===== config.mk =====
export PLATFORM = sky130hd
export DESIGN_NAME = logic_trainer_sweep
export DESIGN_NICKNAME = d
export VERILOG_FILES = /design/src/rtl/trainer_pkg.sv /design/src/rtl/trainer_gate_alu.sv /design/src/rtl/logic_trainer_sweep.sv
export SDC_FILE = /design/constraint.sdc
export NUM_CORES = 1
export LEC_CHECK = 0
export ABC_AREA = 1
export BUFFER_PORTS_ARGS = -buffer_cell sky130_fd_sc_hd__buf_2
export CORE_ASPECT_RATIO = 1.5
export CORE_MARGIN = 2
export CORE_UTILIZATION = 35
export CTS_CLUSTER_DIAMETER = 80
export DETAILED_ROUTE_END_ITERATION = 16
export GPL_TIMING_DRIVEN = 1
export PLACE_DENSITY = 0.62
export SYNTH_ARGS = -nofsm -noshare
export SYNTH_HDL_FRONTEND = slang
export SYNTH_HIERARCHICAL = 1
export SYNTH_SLANG_ARGS = --single-unit
export TNS_END_PERCENT = 50

===== constraint.sdc =====
create_clock -name clk -period 3.17 [get_ports clk]
set_clock_uncertainty 0.15 [all_clocks]
set_input_delay 0.4755 -clock clk [delete_from_list [all_inputs] [get_ports clk]]
set_output_delay 0.4755 -clock clk [all_outputs]
set_load 0.03 [all_outputs]

===== src/rtl/trainer_pkg.sv =====
// Shared constants for the gate trainer: gate op codes, FSM state encoding
// and the default MISR polynomial.
package trainer_pkg;

  localparam logic [2:0] OP_AND  = 3'b000;
  localparam logic [2:0] OP_OR   = 3'b001;
  localparam logic [2:0] OP_NOT  = 3'b010;
  localparam logic [2:0] OP_NAND = 3'b011;
  localparam logic [2:0] OP_NOR  = 3'b100;
  localparam logic [2:0] OP_XOR  = 3'b101;
  localparam logic [2:0] OP_XNOR = 3'b110;
  localparam logic [2:0] OP_BUF  = 3'b111;

  localparam logic [1:0] ST_IDLE  = 2'd0;
  localparam logic [1:0] ST_SWEEP = 2'd1;
  localparam logic [1:0] ST_DONE  = 2'd2;

  localparam logic [15:0] POLY_DEFAULT = 16'h1021;

endpackage


===== src/rtl/trainer_gate_alu.sv =====
// Combinational WIDTH-bit bitwise gate; every op code has a defined function.
module trainer_gate_alu
  import trainer_pkg::*;
#(
  parameter int WIDTH = 4
) (
  input  logic [2:0]       op_i,
  input  logic [WIDTH-1:0] a_i,
  input  logic [WIDTH-1:0] b_i,
  output logic [WIDTH-1:0] y_o
);

  always_comb begin
    y_o = a_i;
    case (op_i)
      OP_AND:  y_o = a_i & b_i;
      OP_OR:   y_o = a_i | b_i;
      OP_NOT:  y_o = ~a_i;
      OP_NAND: y_o = ~(a_i & b_i);
      OP_NOR:  y_o = ~(a_i | b_i);
      OP_XOR:  y_o = a_i ^ b_i;
      OP_XNOR: y_o = ~(a_i ^ b_i);
      OP_BUF:  y_o = a_i;
      default: y_o = a_i;
    endcase
  end

endmodule


===== src/rtl/logic_trainer_sweep.sv =====
// Gate trainer with registered manual path and a self-driven operand sweep
// whose results are compacted into a MISR signature.
module logic_trainer_sweep
  import trainer_pkg::*;
#(
  parameter int               WIDTH = 4,
  parameter int               SIG_W = 16,
  parameter logic [SIG_W-1:0] POLY  = SIG_W'(POLY_DEFAULT)
) (
  input  logic             clk,
  input  logic             rst,
  input  logic             en,
  input  logic [WIDTH-1:0] a,
  input  logic [WIDTH-1:0] b,
  input  logic [2:0]       op,
  input  logic             mode,
  input  logic             start,
  output logic [WIDTH-1:0] y,
  output logic             y_valid,
  output logic             busy,
  output logic             done,
  output logic [SIG_W-1:0] sig,
  output logic [WIDTH-1:0] cur_a,
  output logic [WIDTH-1:0] cur_b
);

  localparam int              CNT_W    = 2 * WIDTH;
  localparam logic [CNT_W-1:0] CNT_LAST = '1;

  logic [1:0]       state_q, state_d;
  logic [CNT_W-1:0] cnt_q, cnt_d;
  logic [SIG_W-1:0] sig_q, sig_d;
  logic [2:0]       op_q, op_d;
  logic [WIDTH-1:0] y_q, y_d, ca_q, ca_d, cb_q, cb_d;
  logic             yv_q, yv_d;

  logic             in_sweep;
  logic [WIDTH-1:0] sa, sb, alu_a, alu_b, alu_y;
  logic [2:0]       alu_op;

  function automatic logic [SIG_W-1:0] misr_next(input logic [SIG_W-1:0] s,
                                                 input logic [WIDTH-1:0] d);
    logic [SIG_W-1:0] fb;
    fb = s[SIG_W-1] ? POLY : '0;
    return (s << 1) ^ fb ^ SIG_W'(d);
  endfunction

  assign in_sweep = (state_q == ST_SWEEP);
  assign sa       = cnt_q[WIDTH-1:0];
  assign sb       = cnt_q[CNT_W-1:WIDTH];

  // One shared gate: the sweep operands replace the manual inputs while sweeping.
  assign alu_op = in_sweep ? op_q : op;
  assign alu_a  = in_sweep ? sa   : a;
  assign alu_b  = in_sweep ? sb   : b;

  trainer_gate_alu #(.WIDTH(WIDTH)) u_alu (
    .op_i (alu_op),
    .a_i  (alu_a),
    .b_i  (alu_b),
    .y_o  (alu_y)
  );

  always_comb begin
    state_d = state_q;
    cnt_d   = cnt_q;
    sig_d   = sig_q;
    op_d    = op_q;
    y_d     = y_q;
    ca_d    = ca_q;
    cb_d    = cb_q;
    yv_d    = 1'b0;
    case (state_q)
      ST_IDLE: begin
        if (mode) begin
          if (start && en) begin
            state_d = ST_SWEEP;
            cnt_d   = '0;
            sig_d   = '0;
            op_d    = op;
          end
        end else if (en) begin
          y_d  = alu_y;
          ca_d = a;
          cb_d = b;
          yv_d = 1'b1;
        end
      end
      ST_SWEEP: begin
        if (!mode) begin
          state_d = ST_IDLE;
        end else if (en) begin
          y_d   = alu_y;
          ca_d  = sa;
          cb_d  = sb;
          yv_d  = 1'b1;
          sig_d = misr_next(sig_q, alu_y);
          cnt_d = cnt_q + 1'b1;
          if (cnt_q == CNT_LAST) state_d = ST_DONE;
        end
      end
      ST_DONE: begin
        if (!mode) begin
          state_d = ST_IDLE;
        end else if (start && en) begin
          state_d = ST_SWEEP;
          cnt_d   = '0;
          sig_d   = '0;
          op_d    = op;
        end
      end
      default: state_d = ST_IDLE;
    endcase
  end

  always_ff @(posedge clk) begin
    if (rst) begin
      state_q <= ST_IDLE;
      cnt_q   <= '0;
      sig_q   <= '0;
      op_q    <= '0;
      y_q     <= '0;
      ca_q    <= '0;
      cb_q    <= '0;
      yv_q    <= 1'b0;
    end else begin
      state_q <= state_d;
      cnt_q   <= cnt_d;
      sig_q   <= sig_d;
      op_q    <= op_d;
      y_q     <= y_d;
      ca_q    <= ca_d;
      cb_q    <= cb_d;
      yv_q    <= yv_d;
    end
  end

  assign y       = y_q;
  assign y_valid = yv_q;
  assign cur_a   = ca_q;
  assign cur_b   = cb_q;
  assign sig     = sig_q;
  assign busy    = (state_q == ST_SWEEP);
  assign done    = (state_q == ST_DONE);

endmodule


==> results.md <==
- Startpoint Class: flop
- Kind of critical path: flop to flop
- CP Data Required Time: 3.26 ns
- CP arrival: roughly 2.9 ns
- Die X: 72.1 um
- Max Freq: between 300 and 400 MHz
- Yosys top cell area share: 34.6%
- Crit-path cells: nand2_4 > o21ai_0 > inv_1 > ha_1 > inv_1 > nand4_1 > nand2_1 > nor2_1 > nand3_1 > xnor2_1 > nor2_1 > nand2_1 > a21oi_1
- CP max stage cell: dfxtp_1
- FP Rows: 37
- Max-Cap Viols: 0
- Leak: 1.28 nW
- Hold Path Class: input port to flop
- Antenna violations before repair: 0
- Setup Total Neg Slack: 0 ns
- Period utilisation layout: 89.1%
- Clk root buf: clkbuf_8
- R2R Setup Slk: approximately 0.34 ns
- First-pass GRT wire length: 10700 um
- Cells after DPL: 472
- Dominant cell type by area after synthesis: dfxtp_1
- I/O Buffers: 46
- Synthesized flop and latch total: 42
- Per-cell routed wire length: 13.3 um
- Vias in the first global route: 2313
- Post-Syn Nets: 387
- Crit end category: flop
- Sequential element share of the synthesized area: 34.6%
- Worst-Margin Slew: 0.715 ns
- Status: complete, no violations
- IO Pins: 47
- Core Region: 6810 sq um
- Clock slew at reported path FFs: approximately 0.090 ns
- Synth Cell Area: about 2400 sq um
- Clk sinks: 42
- # DRC: 0
- Reg2reg start: state_q[0]
- Worst slew margin: 52.2%
- Overall routing resource usage: 17.9%
- Max incr delay on CP: 0.53 ns
- Hold_sp: op[2]
- Hold_buf cts: 0
- Most frequent cells in the layout: nand2_1 (91), nor2_1 (62), buf_2 (46), dfxtp_1 (42), nand3_1 (31)
- WL final: roughly 6400 um
- CTS tree: yes
- CTS H-tree depth: 2
- Hold WS: between 0.2 and 0.3 ns
- Grt ovf: 0
- Max-slew violation count: 0
- Diode count: 0
- 1st-iter DRT viols: ~150
- Via density: 4.99
- Post-CTS Setup Inserts: 0
- CTS Buf Count: 5
- Clk_lat worst skew: 0.30 ns
- Hold EP: op_q[2]
- Die area: 7650 sq um
- Clock Path Buffers: 2
- Routability cong.: approximately 0.91
- Worst reg2reg path depth: 13
- Mapped Cells: 362
- # resized after CTS: 0
- Final nets: about 430
- Netlist cell types: 28
- R2R Path End: sig[2]
- Die Y: between 100 and 150 um
- Max VDD drop: 0.234 mV
- Total power divided by cell area: between 400 and 500 nW/um^2
- Sum of buffers and inverters on the critical path: 2
- CP Max Fanout: 18
- Minimum clock period after layout: 2.83 ns
- Dpl hpwl: 4900 um
- Pin count of the biggest net entering global routing: 24
- Share of layout cells above drive strength 1: between 10% and 20%
- Synth area leaders: dfxtp_1 (35%), nand2_1 (14%), nor2_1 (9.6%)
- Yosys warning total: 6
- Syn avg cell area: roughly 6.7 sq um
- Final Hold Viols: 0
- Final Instance Count excl. Fillers: between 400 and 500
- Routed Antenna Nets: 0
- Hold Path Stages: 3
- Routed vias: 2396
- DRT Pass-1 Iters: 4
- CP top delay family: simple AND/OR/NAND/NOR gates
- Initial Util: between 30 and 40%
- Setup violations, final: 0
- Synth-to-Final Area Change: 13.4%
- Most common cell after layout, fill and taps aside: nand2_1
- RSZ-0062 raised after global routing: no
==> report_power, final <==
group,internal (mW),leakage [nW],switching (mW)
Combinational,0.0686,0.880,0.158
Clock,0.236,0.0585,0.204
Sequential,0.543,0.341,0.00916
==> per-stage QoR <==
step | utilization, % | total power [mW] | setup slack, ns | area, sq um
after floorplan | - | 0.742 | 0.946 | 2430
after global placement | 38.9 | 0.793 | 0.390 | 2650
after detailed placement | 38.9 | 0.792 | 0.407 | 2650
after CTS | 40.5 | 1.23 | 0.382 | 2760
after global routing | 40.5 | 1.28 | 0.221 | 2760
final | 40.5 | 1.22 | 0.345 | 2760
==> layer usage <==
metal / GRT usage (%) / vias to the layer above / wire length [um]
li1: - / 1240 / -
met1: 20.4 / 1073 / 2570
met2: 30.7 / 60 / 3270
met3: 2.46 / 23 / 224
met4: 10.9 / 0 / 337
met5: 0 / - / 0
==> registers in the layout (all words and copies together), names as in the netlist <==
signal,flops
y_valid,1
cnt_q,8
y,4
cur_b,4
state_q,2
cur_a,4
op_q,3
sig,16
==> Yosys cell counts (all sizes together) <==
cell / n
and3: 1
nand4: 9
nor3: 3
nor2: 69
xor2: 1
ha: 9
clkbuf: 4
dfxtp: 42
inv: 31
o21ai: 24
nand3b: 4
nand2: 92
nand3: 32
buf: 12
xnor2: 6
a21oi: 23
==> cells by family after synthesis <==
logic type / Yosys count / share of synthesized area, %
AOI/OAI and AO/OA: 47 / 9.67
xor gates and xnor gates: 7 / 2.52
adders and majority gates: 9 / 4.63
buffers and inverters: 47 / 10.3
DFF: 42 / 34.6
and+or+nand+nor: 210 / 38.3
==> worst min-delay path, stage by stage <==
cell	delay (ns)
buf_2	0.09
o21ai_0	0.07
nor2_1	0.07
==> area by class of cell <==
class | instances | area, sq um
Clock buffer | 5 | 68.8
Clock inverter | 3 | 43.8
Fill cell | 745 | 4050
Inverter | 31 | 121
Multi-Input combinational cell | 273 | 1340
Sequential cell | 42 | 841
Tap cell | 78 | 97.6
Timing Repair Buffer | 48 | 245
==> how the worst max path moves through the flow <==
stage                     startpoint     end  slack, ns  depth (start not counted)
final                     state_q[0]  sig[2]       0.34                         13
after CTS                 state_q[0]  sig[2]       0.38                         12
after floorplan           state_q[1]  sig[3]       0.95                         16
after global placement    state_q[0]  sig[2]       0.39                         13
after detailed placement  state_q[0]  sig[2]       0.41                         12
after global routing      state_q[0]  sig[2]       0.22                         13
Power figures use the tool's default switching activity.
